### src/rtl/water_dispenser_pkg.sv
// Shared types and helpers for the water dispenser front-panel controller.
// The optional INPUT_SYNC_EN macro (see water_dispenser.sv) adds input synchronizers.
package water_dispenser_pkg;

    localparam int AMOUNT_W  = 32;
    localparam int SEL_MAX_W = 32;

    typedef enum logic [0:0] {
        IDLE       = 1'b0,
        DISPENSING = 1'b1
    } state_t;

    // Index of the highest set bit; a vector with no bits set selects 0.
    function automatic logic [AMOUNT_W-1:0] highest_set(input logic [SEL_MAX_W-1:0] vec);
        logic [AMOUNT_W-1:0] idx;
        idx = '0;
        for (int i = 0; i < SEL_MAX_W; i++) begin
            if (vec[i]) idx = AMOUNT_W'(i);
        end
        return idx;
    endfunction

endpackage

### src/rtl/water_dispenser_rise_detect.sv
// Rising-edge detector for a level button; history resets to 1 so a button
// held across reset release never counts as a press.
module rise_detect (
    input  logic clock,
    input  logic reset,
    input  logic level,
    output logic rise
);

    logic prev;

    // NOTE: sequential state is written with non-blocking assignments only,
    // so every flop samples its inputs from before the clock edge.
    always_ff @(posedge clock) begin
        if (reset) prev <= 1'b1;
        else       prev <= level;
    end

    assign rise = level & ~prev;

endmodule

### src/rtl/water_dispenser.sv
// Water dispenser panel controller: accumulates selected volumes, dispenses one
// unit per DISPENSE_TICKS cycles, cancel clears. Define INPUT_SYNC_EN for 2-flop input synchronizers.
module water_dispenser
    import water_dispenser_pkg::*;
#(
    parameter int SWITCH_COUNT   = 10,
    parameter int MAX_TOTAL      = 20,
    parameter int DISPENSE_TICKS = 4
) (
    input  logic                    clock,
    input  logic                    reset,
    input  logic [SWITCH_COUNT-1:0] switches,
    input  logic                    button_add,
    input  logic                    button_ok,
    input  logic                    button_cancel,
    output logic [AMOUNT_W-1:0]     total_amount
);

    localparam int TICK_W = (DISPENSE_TICKS > 1) ? $clog2(DISPENSE_TICKS) : 1;
    localparam logic [TICK_W-1:0]  TICK_LAST = TICK_W'(DISPENSE_TICKS - 1);
    localparam logic [AMOUNT_W:0]  MAX_EXT   = (AMOUNT_W + 1)'(MAX_TOTAL);

    logic [SWITCH_COUNT-1:0] sw_s;
    logic                    add_s, ok_s, cancel_s;

`ifdef INPUT_SYNC_EN
    logic [SWITCH_COUNT-1:0] sw_meta, sw_sync;
    logic [2:0]              btn_meta, btn_sync;

    always_ff @(posedge clock) begin
        if (reset) begin
            sw_meta  <= '0;
            sw_sync  <= '0;
            btn_meta <= '0;
            btn_sync <= '0;
        end else begin
            sw_meta  <= switches;
            sw_sync  <= sw_meta;
            btn_meta <= {button_cancel, button_ok, button_add};
            btn_sync <= btn_meta;
        end
    end

    assign sw_s     = sw_sync;
    assign add_s    = btn_sync[0];
    assign ok_s     = btn_sync[1];
    assign cancel_s = btn_sync[2];
`else
    assign sw_s     = switches;
    assign add_s    = button_add;
    assign ok_s     = button_ok;
    assign cancel_s = button_cancel;
`endif

    logic add_rise, ok_rise, cancel_rise;

    rise_detect u_add_rise    (.clock(clock), .reset(reset), .level(add_s),    .rise(add_rise));
    rise_detect u_ok_rise     (.clock(clock), .reset(reset), .level(ok_s),     .rise(ok_rise));
    rise_detect u_cancel_rise (.clock(clock), .reset(reset), .level(cancel_s), .rise(cancel_rise));

    logic [AMOUNT_W-1:0] sel;
    logic [AMOUNT_W:0]   sum_ext;
    logic [AMOUNT_W-1:0] sat_sum;

    // Sum is one bit wider than the total so saturation sees the true value.
    assign sel     = highest_set(SEL_MAX_W'(sw_s));
    assign sum_ext = {1'b0, total_amount} + {1'b0, sel};
    assign sat_sum = (sum_ext > MAX_EXT) ? AMOUNT_W'(MAX_TOTAL) : sum_ext[AMOUNT_W-1:0];

    state_t              state, state_next;
    logic [TICK_W-1:0]   tick, tick_next;
    logic [AMOUNT_W-1:0] total_next;

    always_ff @(posedge clock) begin
        if (reset) begin
            state        <= IDLE;
            tick         <= '0;
            total_amount <= '0;
        end else begin
            state        <= state_next;
            tick         <= tick_next;
            total_amount <= total_next;
        end
    end

    // NOTE: every combinational output gets a default first, so no path
    // through the case leaves a signal unassigned and no latch is inferred.
    always_comb begin
        state_next = state;
        tick_next  = tick;
        total_next = total_amount;

        if (cancel_rise) begin
            state_next = IDLE;
            tick_next  = '0;
            total_next = '0;
        end else begin
            case (state)
                IDLE: begin
                    if (ok_rise) begin
                        if (total_amount != '0) begin
                            state_next = DISPENSING;
                            tick_next  = '0;
                        end
                    end else if (add_rise) begin
                        total_next = sat_sum;
                    end
                end
                DISPENSING: begin
                    // Add and ok are ignored while dispensing; only the tick advances.
                    if (tick == TICK_LAST) begin
                        tick_next = '0;
                        if (total_amount != '0) total_next = total_amount - 1'b1;
                        if (total_amount <= AMOUNT_W'(1)) state_next = IDLE;
                    end else begin
                        tick_next = tick + 1'b1;
                    end
                end
                default: begin
                    state_next = IDLE;
                    tick_next  = '0;
                end
            endcase
        end
    end

endmodule

### config.mk
export PLATFORM = sky130hd
export DESIGN_NAME = water_dispenser
export DESIGN_NICKNAME = d
export VERILOG_FILES = /design/src/rtl/water_dispenser_pkg.sv /design/src/rtl/water_dispenser_rise_detect.sv /design/src/rtl/water_dispenser.sv
export SDC_FILE = /design/constraint.sdc
export NUM_CORES = 1
export LEC_CHECK = 0
export BUFFER_PORTS_ARGS = -buffer_cell sky130_fd_sc_hd__buf_4
export CAP_MARGIN = 20
export CORE_MARGIN = 3
export CORE_UTILIZATION = 30
export DETAILED_ROUTE_END_ITERATION = 6
export GPL_TIMING_DRIVEN = 0
export PLACE_DENSITY_LB_ADDON = 0.1
export SLEW_MARGIN = 20
export SYNTH_ARGS = -nofsm -noshare
export SYNTH_HDL_FRONTEND = slang
export SYNTH_SLANG_ARGS = --single-unit
### constraint.sdc
create_clock -name clock -period 4.1 [get_ports clock]
set_input_delay 0.205 -clock clock [delete_from_list [all_inputs] [get_ports clock]]
set_output_delay 0.205 -clock clock [all_outputs]
set_load 0.05 [all_outputs]
# After elaboration in Yosys (flattened, before gate mapping)
# Index checks and enable logic that the tools add are counted.
[word_totals]
elab_cells = 53
regBits = 38
inputBits = 15
output_inout_bits = 32
[classes]
muxes = 24
n_eq_ne = 7
order_cmp = 2
add_sub_neg = 3
n_reduce_logical = 4
n_bitwise = 7
[op_table]
columns = ["cell", "count"]
rows = [
  ["two-way mux 32 bit", 13],
  ["one-hot mux 32 bit (2 select lines)", 1],
  ["adder 32 x 32 -> 33 bit", 1],
  ["> comparator 33 x 5 -> 1 bit (second input constant)", 1],
  ["<= comparator 32 x 1 -> 1 bit (second input constant)", 1],
  ["nonzero test 32 bit", 1],
  ["subtractor 32 x 1 -> 32 bit (second input constant)", 1],
  ["inequality test 2 bit (second input constant)", 4],
  ["two-way mux 2 bit", 3],
  ["two-way mux 1 bit", 5],
  ["inequality test 2 x 1 -> 1 bit (second input constant)", 2],
  ["inverter 1 bit", 4],
  ["one-hot mux 2 bit (2 select lines)", 1],
  ["AND reduction 4 bit", 1],
  ["AND 1 bit", 3],
  ["adder 2 x 1 -> 2 bit (second input constant)", 1],
  ["equality test 2 bit (second input constant)", 1],
  ["one-hot mux 1 bit (2 select lines)", 1],
  ["AND reduction 2 bit", 1],
  ["OR reduction 2 bit", 1],
]

# Longest topological paths before layout
# Gate-level depths: netlist (run 1).
[depth]
ltp_word = 15
ltp_mapped = 18
depth_no_buf = 17

# By module
# Synthesis (run 1) repeated with hierarchy kept, for this count alone.
[unflattened]
hier_cells = 412
hier_area_um2 = 2947.8
[modules_own_cells]
columns = ["module", "seq_area_each_um2", "area_each_um2", "cells_per_inst", "n_inst"]
rows = [
  ["water_dispenser", 700.7, 2850.2, 403, 1],
  ["rise_detect", 20.0, 32.5, 3, 3],
]

# Least setup slack after synthesis (run 1)
# No wires, ideal clock.
[synth_path]
path_kind = "register to register"
start = "reg total_amount[0]"
end = "reg total_amount[0]"
arrival_time_ns = 3.259
slack_ns = 0.754
required_time_ns = 4.013
setup_ns = 0.087
stages_incl_launch_ff = 12
path_buffers = 1
period_less_slack_ns = 3.346
cell_sequence = "dfxtp_1 > ha_1 > inv_1 > fa_1 > nand2b_1 > a21oi_1 > buf_1 > nand2_1 > a211oi_1 > o22ai_1 > or4_1 > o31ai_1"
[synth_via]
elab_chain_cells = 6
elab_cells_between_ends = 12
classes_between = "2 x add/sub; 1 x order compare; 1 x eq/ne; 6 x mux; 2 x reduce/logical"
[synth_lines]
columns = ["item", "line", "rtl"]
rows = [
  ["start, declared", "water_dispenser.sv:16", "output logic [AMOUNT_W-1:0] total_amount"],
  ["start signal, assigned", "water_dispenser.sv:82", "total_amount <= total_next;"],
  ["adder 32 x 32 -> 33 bit", "water_dispenser.sv:67", "assign sum_ext = {1'b0, total_amount} + {1'b0, sel};"],
  ["> comparator 33 x 5 -> 1 bit", "water_dispenser.sv:68", "assign sat_sum = (sum_ext > MAX_EXT) ? AMOUNT_W'(MAX_TOTAL) : sum_ext[AMOUNT_W-1:0];"],
  ["two-way mux 32 bit", "water_dispenser.sv:68", ""],
  ["two-way mux 32 bit", "water_dispenser.sv:105", "end else if (add_rise) begin"],
  ["two-way mux 32 bit", "water_dispenser.sv:100", "if (ok_rise) begin"],
  ["one-hot mux 32 bit (2 select lines)", "water_dispenser.sv:98", "case (state)"],
]
# Parallel ways exist; a longest one is shown, timed or not. The select of a mux whose other input is x is not followed.
# A chain may end at the register's enable or synchronous reset.

# Worst setup path after layout (run 1)
[layout_path]
start = "in switches[2]"
end = "reg total_amount[0]"
[layout_via]
elab_chain_cells = 14
[layout_lines]
columns = ["item", "line", "rtl"]
rows = [
  ["start, declared", "water_dispenser.sv:12", "input logic [SWITCH_COUNT-1:0] switches,"],
  ["two-way mux 32 bit * (8 in a row)", "water_dispenser_pkg.sv:18", "if (vec[i]) idx = AMOUNT_W'(i);"],
  ["adder 32 x 32 -> 33 bit *", "water_dispenser.sv:67", ""],
  ["> comparator 33 x 5 -> 1 bit", "water_dispenser.sv:68", ""],
  ["two-way mux 32 bit *", "water_dispenser.sv:68", ""],
  ["two-way mux 32 bit *", "water_dispenser.sv:105", ""],
  ["two-way mux 32 bit *", "water_dispenser.sv:100", ""],
  ["one-hot mux 32 bit (2 select lines) *", "water_dispenser.sv:98", ""],
]
# Mark *: on every way between the ends. The rest lies on a longest branch, timed or not. The select of a mux whose other input is x is not followed.

==> flow_summary.json, run 1 <==
{
  "outcome": "finished, final reports clean",
  "cts_buffer_depth": 2,
  "min-delay-start": "button_ok",
  "die_x_um": 107,
  "power_leakage_nw": 1.50,
  "first_iter_violations": 231,
  "worstPathCellList": "buf_4 > inv_1 > a21oi_1 > nor2_1 > nor2_1 > nor2_1 > nor2_1 > o21bai_1 > ha_1 > inv_1 > fa_1 > nand2b_1 > a21oi_1 > buf_1 > nand2_1 > a211oi_1 > o22ai_1 > or4_1 > o31ai_1",
  "slowest_delay_ns": 0.65,
  "place_area_um2": 3540,
  "die_area_um2": 11400,
  "slowest_stage": "or4_1",
  "holdPathEnd": "u_ok_rise.prev",
  "syn2layout_area_growth_pct": 20.2,
  "reg2reg_to": "total_amount[0]",
  "wl_per_cell_um": 16.7,
  "routed_wl_mm": 10.2,
  "tightestPinTransition_ns": 0.851,
  "clock_latency_ns": 0.30,
  "synth_area_leaders": "dfxtp_1, nor2_1, a21oi_1, a311oi_1, nand4_1",
  "cp.required_ns": 4.31,
  "cp.arrival_ns": 3.85,
  "max_slew_margin_pct": 42.8,
  "core_area_um2": 9820,
  "die_h_um": 107,
  "ctsHoldBuffers": 0,
  "dr.pass1.iters": 4,
  "synth_top_area_share_pct": 25.0,
  "setup_violations": 0,
  "cpMostUsedCell": "nor2_1",
  "p_sw_share_pct": 28.8,
  "grt_max_degree": 13,
  "n_fill_cell": 1118,
  "rsz0062_at_grt": "no",
  "diodes": 0,
  "rrSetupSlack_ns": 0.46,
  "layout_min_cycle_time_ns": 3.64,
  "ys_seq_area_share_pct": 25.0,
  "yosysWarnings": 0,
  "grt.total_usage_pct": 18.2,
  "initial_core_util_pct": 30.9,
  "ir_drop_v": 0.000166,
  "yosys.area.top_type": "dfxtp_1",
  "dp_hpwl_mm": 7.46,
  "syn-num-nets": 444,
  "endpoint_kind": "flip-flop",
  "skew_ns": 0.00996,
  "fmax_mhz": 275,
  "overflow": 0,
  "cts_num_sinks": 38,
  "yosysUniqueCellTypes": 54,
  "net-switching-power_mw": 0.242,
  "synth_seq_cells": 38,
  "yosys_most_used_dff": "dfxtp_1",
  "drv_cap": 0,
  "power_frac_seq_pct": 44.8,
  "synth.cell_area_um2": 3040,
  "finalInstanceArea_um2": 3650,
  "synth_edf_count": 0,
  "ant_nets": 0,
  "p_comb_share_pct": 15.6,
  "htree_levels": 2,
  "intPower_mw": 0.598,
  "layout_commonest_cell": "nor2_1",
  "final_max_slew_viol_count": 0,
  "vias_per_cell": 5.47,
  "totalPowerFinal_mw": 0.840,
  "synth_area_per_cell_um2": 7.22,
  "cts_tree": "yes",
  "hold_class": "input port to flip-flop",
  "cts_made_buffers": 5,
  "drive_above_1_share_pct": 20.0,
  "post-route-drc-count": 0,
  "tns_ns": 0,
  "syn_inst": 421,
  "powerDensity_nw_per_um2": 230,
  "antenna_found_initial": 0,
  "hold_depth": 2,
  "placementRows": 36,
  "critPathLaunchType": "input port",
  "clkPwrFrac_pct": 39.6,
  "io_pins": 47,
  "crit_type": "input port to flip-flop",
  "cts_resized": 0,
  "hold_viol": 0,
  "async_flop_share_pct": 0,
  "grt_first_pass_wirelength_mm": 16.5,
  "path_max_fanout": 10,
  "routabilityCongestion": 0.861,
  "nets": 496,
  "root_buffer": "clkbuf_8",
  "grt_pass1_vias": 3167,
  "reg2regPathDepth": 11,
  "final_cell_mix": "nor2_1, buf_4, dfxtp_1, a21oi_1, nand2_1",
  "reg2reg_from": "total_amount[0]",
  "vias": 3321,
  "whs_ns": 0.0935,
  "numPortBuffers": 45,
  "fin_crit_sh_pct": 88.9,
  "postCtsSetupBuffers": 0,
  "path_clk_slew_ns": 0.09
}
[metal layers]
metal / GRT usage, % / vias up / routed length (µm)
met4: 4.57 / 0 / 102
met1: 26.1 / 1564 / 5000
met5: 0 / - / 0
li1: - / 1657 / -
met3: 2.35 / 10 / 479
met2: 28.8 / 90 / 4580
[layout make-up]
type | count | area (µm²) | area share [%]
Multi-Input combinational cell | 335 | 2070 | 56.6
Buffer | 38 | 174 | 4.76
Clock inverter | 3 | 40.0 | 1.10
Inverter | 10 | 37.5 | 1.03
Tap cell | 133 | 166 | 4.56
Sequential cell | 38 | 761 | 20.8
Clock buffer | 5 | 68.8 | 1.88
Timing Repair Buffer | 45 | 338 | 9.25
[worst max-delay path by stage]
stage	start	to	slack [ns]
3_3_place_gp	switches[2]	total_amount[0]	0.17
6_report	switches[2]	total_amount[0]	0.46
2_1_floorplan	total_amount[0]	total_amount[0]	0.75
4_1_cts	total_amount[0]	total_amount[0]	0.44
3_5_place_dp	switches[2]	total_amount[0]	0.16
5_1_grt	switches[2]	total_amount[0]	0.17
[logic make-up (layout without fill, tap and decap cells)]
group                    after synthesis  count (layout)  share of synthesized area, %
flip-flops                            38              38                          25.0
AO/OA/AOI/OAI                        102             102                          22.7
XOR/XNOR                              12              12                          3.46
adder cells (fa/ha/maj)                8               8                          3.54
AND/OR/NAND/NOR                      207             207                          36.2
multiplexers                           6               6                          2.02
buffers and inverters                 48             101                          6.96
[registers in the layout (all words and copies together), names as in the netlist]
register            flops
total_amount           32
tick                    2
state                   1
u_add_rise.prev         1
u_cancel_rise.prev      1
u_ok_rise.prev          1
[power by group through the flow]
stage / Sequential (mW) / Clock, mW / Combinational [mW]
after global placement: 0.385 / 0 / 0.129
final: 0.376 / 0.332 / 0.131
after global routing: 0.377 / 0.357 / 0.146
after CTS: 0.376 / 0.343 / 0.131
after floorplan: 0.389 / 0 / 0.0806
after detailed placement: 0.385 / 0 / 0.130
[critical path: cells and delay by family]
| family | cells | cell delay [ns] |
|---|---|---|
| AOI/OAI and AO/OA | 6 | 1.18 |
| adders and majority gates | 2 | 0.61 |
| buffers and inverters | 4 | 0.63 |
| and+or+nand+nor | 7 | 1.22 |
[synth_stat cells, types with 2 or more instances]
cell / number
a21o_1: 3
buf_1: 2
a22oi_1: 2
or2_2: 15
clkbuf_1: 18
nand4b_1: 2
nand3_1: 17
o21a_1: 4
o21ai_0: 15
a21oi_1: 30
inv_1: 10
xor2_1: 5
a311oi_1: 15
dfxtp_1: 38
xnor2_1: 7
o21bai_1: 2
or3_1: 5
nor3_1: 18
and2_1: 6
and3_1: 5
o31ai_1: 9
o22ai_1: 2
or4_4: 2
and4_1: 3
or4_1: 4
a211o_1: 3
a31oi_1: 3
mux2i_1: 5
buf_2: 16
nand2b_1: 7
nor3b_1: 2
a211oi_1: 8
nor4_1: 10
nand4_1: 19
nor2_1: 55
ha_1: 7
nand2_1: 30
[metrics by stage]
stage | utilization (%) | worst slack (ns) | cells
finish | 37.2 | 0.457 | 607
global route | 37.2 | 0.165 | 607
CTS | 37.2 | 0.444 | 607
detailed placement | 36.1 | 0.164 | 599
global placement | 36.1 | 0.175 | 599
floorplan | - | 0.754 | 421
Note: power is estimated with default switching activity, not from simulation.
==> inputs of run 2 (changes only) <==
- CORE_MARGIN: 3 -> default
- CORE_UTILIZATION: 30 -> 54
- PLACE_DENSITY_LB_ADDON: 0.1 -> 0.2
==> flow_summary.json, run 2 (synthesis gave the netlist of run 1 again) <==
{
  "io_pins": 47,
  "hold_viol": 0,
  "overflow": 0,
  "first_iter_violations": 240,
  "reg2reg_from": "total_amount[0]",
  "power_frac_seq_pct": 47.9,
  "rsz0062_at_grt": "no",
  "fin_crit_sh_pct": 86.8,
  "powerDensity_nw_per_um2": 221,
  "path_max_fanout": 10,
  "wl_per_cell_um": 16.4,
  "tns_ns": 0,
  "final_cell_mix": "nor2_1, buf_4, dfxtp_1, a21oi_1, nand2_1",
  "vias_per_cell": 6.24,
  "htree_levels": 2,
  "ir_drop_v": 0.000166,
  "max_slew_margin_pct": 48.6,
  "endpoint_kind": "flip-flop",
  "top_register": "total_amount",
  "skew_ns": 0.0139,
  "drv_cap": 0,
  "p_sw_share_pct": 29.5,
  "biggestRegsByFlops": "total_amount (32), tick (2)",
  "grt_first_pass_wirelength_mm": 14.0,
  "p_comb_share_pct": 16.4,
  "nets": 496,
  "clkPwrFrac_pct": 35.7,
  "cp.arrival_ns": 3.77,
  "cts_resized": 0,
  "die_x_um": 77.0,
  "routabilityCongestion": 0.916,
  "rrSetupSlack_ns": 0.55,
  "tightestPinTransition_ns": 0.764,
  "initial_core_util_pct": 57.6,
  "final_max_slew_viol_count": 0,
  "ctsHoldBuffers": 0,
  "cts_num_sinks": 38,
  "cpMostUsedCell": "nor2_1",
  "n_fill_cell": 481,
  "diodes": 0,
  "worstPathCellList": "buf_4 > inv_1 > a21oi_1 > nor2_1 > nor2_1 > nor2_1 > nor2_1 > o21bai_1 > ha_1 > inv_1 > fa_1 > nand2b_1 > a21oi_1 > buf_1 > nand2_1 > a211oi_1 > o22ai_1 > or4_1 > o31ai_1",
  "slowest_stage": "or4_1",
  "net-switching-power_mw": 0.232,
  "cp.depth": 19,
  "core_area_um2": 5270,
  "path_clk_slew_ns": 0.07,
  "routed_wl_mm": 8.90,
  "post-route-drc-count": 0,
  "die_area_um2": 5930,
  "power_leakage_nw": 1.49,
  "grt_max_degree": 13,
  "hold_class": "input port to flip-flop",
  "intPower_mw": 0.554,
  "syn2layout_area_growth_pct": 17.1,
  "reg2reg_to": "total_amount[0]",
  "path_buf_inv": 4,
  "cp.required_ns": 4.31,
  "dr.pass1.iters": 5,
  "grt.total_usage_pct": 29.9,
  "die_h_um": 77.0,
  "fmax_mhz": 281,
  "cts_buffer_depth": 2,
  "post-route-util_pct": 67.5,
  "vias": 3397,
  "slowest_delay_ns": 0.66,
  "numPortBuffers": 45,
  "ant_nets": 0,
  "dp_hpwl_mm": 6.49,
  "setup_violations": 0,
  "cts_made_buffers": 5,
  "layout_commonest_cell": "nor2_1",
  "crit_type": "input port to flip-flop",
  "critPathLaunchType": "input port",
  "cts_tree": "yes",
  "drive_above_1_share_pct": 20.0,
  "path_delay_family": "simple AND/OR/NAND/NOR gates",
  "postCtsSetupBuffers": 0,
  "outcome": "finished, final reports clean",
  "grt_pass1_vias": 2932,
  "clock_latency_ns": 0.31,
  "reg2regPathDepth": 11,
  "placementRows": 26,
  "cp-endpoint": "total_amount[0]",
  "layout_min_cycle_time_ns": 3.56,
  "largest_register_ffs": 32,
  "antenna_found_initial": 0,
  "root_buffer": "clkbuf_8",
  "startpoint": "switches[2]"
}
## run 2: cell types whose count changed in the layout (fill, tap and decap cells not counted), sizes merged
cell,change
bufinv,-1
clkbuf,+1
clkinv,-1
clkinvlp,+1
## run 2: cell type report
type | instances | area, µm² | area share (%)
inverter | 10 | 37.5 | 1.05
tap | 70 | 87.6 | 2.46
timing repair buffer | 45 | 338 | 9.49
clock inverter | 2 | 12.5 | 0.352
sequential | 38 | 761 | 21.4
multi-input combinational | 335 | 2070 | 58.1
buffer | 38 | 174 | 4.89
clock buffer | 6 | 82.6 | 2.32
## run 2: metal layers
layer	vias to the layer above	wire [µm]	part of all wire (%)	GRT usage [%]
met1	1560	3940	44	38.6
met3	17	798	9.0	4.88
li1	1651	-	-	-
met2	169	3970	45	49.2
met4	0	180	2.0	12.1
met5	-	0	0	0
## run 2: worst register-to-register path: stages, from the launching register on
cell      delay [ns]
dfxtp_1         0.48
ha_1            0.24
inv_1           0.06
fa_1            0.39
nand2b_1        0.16
a21oi_1         0.21
buf_1           0.42
nand2_1         0.17
a211oi_1        0.25
o22ai_1         0.12
or4_1           0.66
o31ai_1         0.30
## run 2: through the flow
step           total power [mW]  worst slack, ns  hold WS [ns]  std cells  cell area (µm²)
6_report                  0.786            0.540         0.101        544             3560
5_1_grt                   0.813            0.260        0.0980        544             3560
4_1_cts                   0.785            0.579        0.0978        544             3560
3_5_place_dp              0.511            0.288         0.409        536             3460
3_3_place_gp              0.508            0.306         0.404        536             3460
2_1_floorplan             0.470            0.754         0.309        421             3040
## run 2: worst min-delay path by stage
stage | cells after the start | endpoint | start | slack (ns)
4_1_cts | 2 | u_ok_rise.prev | button_ok | 0.1
3_5_place_dp | 2 | u_ok_rise.prev | button_ok | 0.41
6_report | 2 | u_ok_rise.prev | button_ok | 0.10
5_1_grt | 2 | u_cancel_rise.prev | button_cancel | 0.1
2_1_floorplan | 1 | u_add_rise.prev | reset | 0.31
3_3_place_gp | 2 | u_cancel_rise.prev | button_cancel | 0.40
## run 2: power groups by stage
stage | registers [mW] | logic, mW | clock network [mW]
final | 0.376 | 0.129 | 0.281
after global routing | 0.377 | 0.140 | 0.297
after CTS | 0.376 | 0.126 | 0.283
after detailed placement | 0.385 | 0.126 | 0
after global placement | 0.385 | 0.123 | 0
after floorplan | 0.389 | 0.0806 | 0
==> inputs of run 3 (changes only) <==
- PLACE_DENSITY: default -> 0.84
- PLACE_DENSITY_LB_ADDON: 0.2 -> default
==> flow_summary.json, run 3 (synthesis gave the netlist of run 1 again) <==
{
  "outcome": "finished, final reports clean",
  "die_h_um": 77.0,
  "core_area_um2": 5270,
  "io_pins": 47,
  "power_leakage_nw": 1.49,
  "holdPathEnd": "u_cancel_rise.prev",
  "dr.pass1.iters": 5,
  "cts_made_buffers": 5,
  "nets": 496,
  "final_max_slew_viol_count": 0,
  "layout_min_cycle_time_ns": 3.72,
  "top_register": "total_amount",
  "root_buffer": "clkbuf_8",
  "skew_ns": 0.00818,
  "hold_viol": 0,
  "post-route-drc-count": 0,
  "vias": 3473,
  "rrSetupSlack_ns": 0.38,
  "cp.arrival_ns": 3.93,
  "reg2reg_to": "total_amount[0]",
  "first_iter_violations": 306,
  "numPortBuffers": 45,
  "post-place-cells": 536,
  "dp_hpwl_mm": 6.63,
  "layout_commonest_cell": "nor2_1",
  "max_slew_margin_pct": 48.1,
  "grt_first_pass_wirelength_mm": 14.6,
  "overflow": 0,
  "path_max_fanout": 10,
  "drv_cap": 0,
  "wl_per_cell_um": 16.7,
  "syn2layout_area_growth_pct": 17.0,
  "fin_ws_ns": 0.377,
  "p_comb_share_pct": 16.5,
  "cp.required_ns": 4.31,
  "ant_nets": 0,
  "endpoint_kind": "flip-flop",
  "reg2reg_from": "total_amount[0]",
  "reg2regPathDepth": 11,
  "p_sw_share_pct": 29.2,
  "crit_type": "flip-flop to flip-flop",
  "routed_wl_mm": 9.06,
  "net-switching-power_mw": 0.229,
  "cts_tree": "yes",
  "min-delay-start": "button_cancel",
  "vias_per_cell": 6.38,
  "setup_violations": 0,
  "htree_levels": 2,
  "tightestPinTransition_ns": 0.772,
  "final_cell_count_no_fill": 544,
  "diodes": 0,
  "ctsHoldBuffers": 0,
  "path_clk_slew_ns": 0.07,
  "critPathLaunchType": "flip-flop",
  "placementRows": 26,
  "grt.total_usage_pct": 31.0,
  "largest_register_ffs": 32,
  "power_frac_seq_pct": 48.0,
  "fin_crit_sh_pct": 90.8,
  "postCtsSetupBuffers": 0,
  "grt_pass1_vias": 3165,
  "grt_max_degree": 12,
  "drive_above_1_share_pct": 19.8,
  "dp_slack_ns": 0.225,
  "cts_num_sinks": 38,
  "cts_resized": 0,
  "intPower_mw": 0.555,
  "initial_core_util_pct": 57.6,
  "die_x_um": 77.0,
  "fmax_mhz": 269,
  "antenna_found_initial": 0,
  "biggestRegsByFlops": "total_amount (32), tick (2)",
  "ir_drop_v": 0.000184,
  "clock_latency_ns": 0.30,
  "clkPwrFrac_pct": 35.5,
  "rsz0062_at_grt": "no",
  "tns_ns": 0,
  "final_cell_mix": "nor2_1, buf_4, dfxtp_1, a21oi_1, nand2_1",
  "routabilityCongestion": 0.932,
  "cts_buffer_depth": 2,
  "hold_class": "input port to flip-flop",
  "powerDensity_nw_per_um2": 221,
  "die_area_um2": 5930,
  "hold_depth": 2
}
## run 3: cell types whose count changed in the layout (fill, tap and decap cells not counted), sizes merged
cell,change
clkbuf,+1
clkinvlp,-1
## run 3: cell type report
type	instances	area, µm²
buffer	38	174
clock buffer	7	86.3
clock inverter	1	5.00
fill	477	1720
inverter	10	37.5
multi-input combinational	335	2070
sequential	38	761
tap	70	87.6
timing repair buffer	45	338
## run 3: critical path, stage by stage, from the launching register on
cell and delay [ns]:
dfxtp_1 0.50, ha_1 0.25, inv_1 0.06, fa_1 0.40, nand2b_1 0.17, a21oi_1 0.25
buf_1 0.44, nand2_1 0.18, a211oi_1 0.32, o22ai_1 0.13, or4_1 0.64, o31ai_1 0.29
## run 3: layer usage
metal	routed length, µm	track usage (%)
met5	0	0
met4	287	17.2
met3	694	5.12
met2	4150	49.4
met1	3930	39.6
## run 3: stage by stage
| step | hold slack (ns) | utilization [%] | area [µm²] | total power, mW |
|---|---|---|---|---|
| 6_report | 0.107 | 67.5 | 3550 | 0.784 |
| 5_1_grt | 0.116 | 67.5 | 3550 | 0.814 |
| 4_1_cts | 0.103 | 67.5 | 3550 | 0.785 |
| 3_5_place_dp | 0.409 | 65.7 | 3460 | 0.512 |
| 3_3_place_gp | 0.403 | 65.7 | 3460 | 0.508 |
| 2_1_floorplan | 0.309 | - | 3040 | 0.470 |
## run 3: worst max-delay path by stage
stage | from | to | slack [ns]
floorplan | total_amount[0] | total_amount[0] | 0.75
global placement | switches[2] | total_amount[0] | 0.31
detailed placement | switches[2] | total_amount[0] | 0.23
CTS | switches[2] | total_amount[0] | 0.50
global route | switches[2] | total_amount[1] | 0.16
finish | total_amount[0] | total_amount[0] | 0.38
## run 3: power by group through the flow
stage	clock network [mW]	logic (mW)	registers, mW
2_1_floorplan	0	0.0806	0.389
3_3_place_gp	0	0.123	0.385
3_5_place_dp	0	0.127	0.385
4_1_cts	0.282	0.127	0.376
5_1_grt	0.295	0.142	0.377
6_report	0.278	0.129	0.376
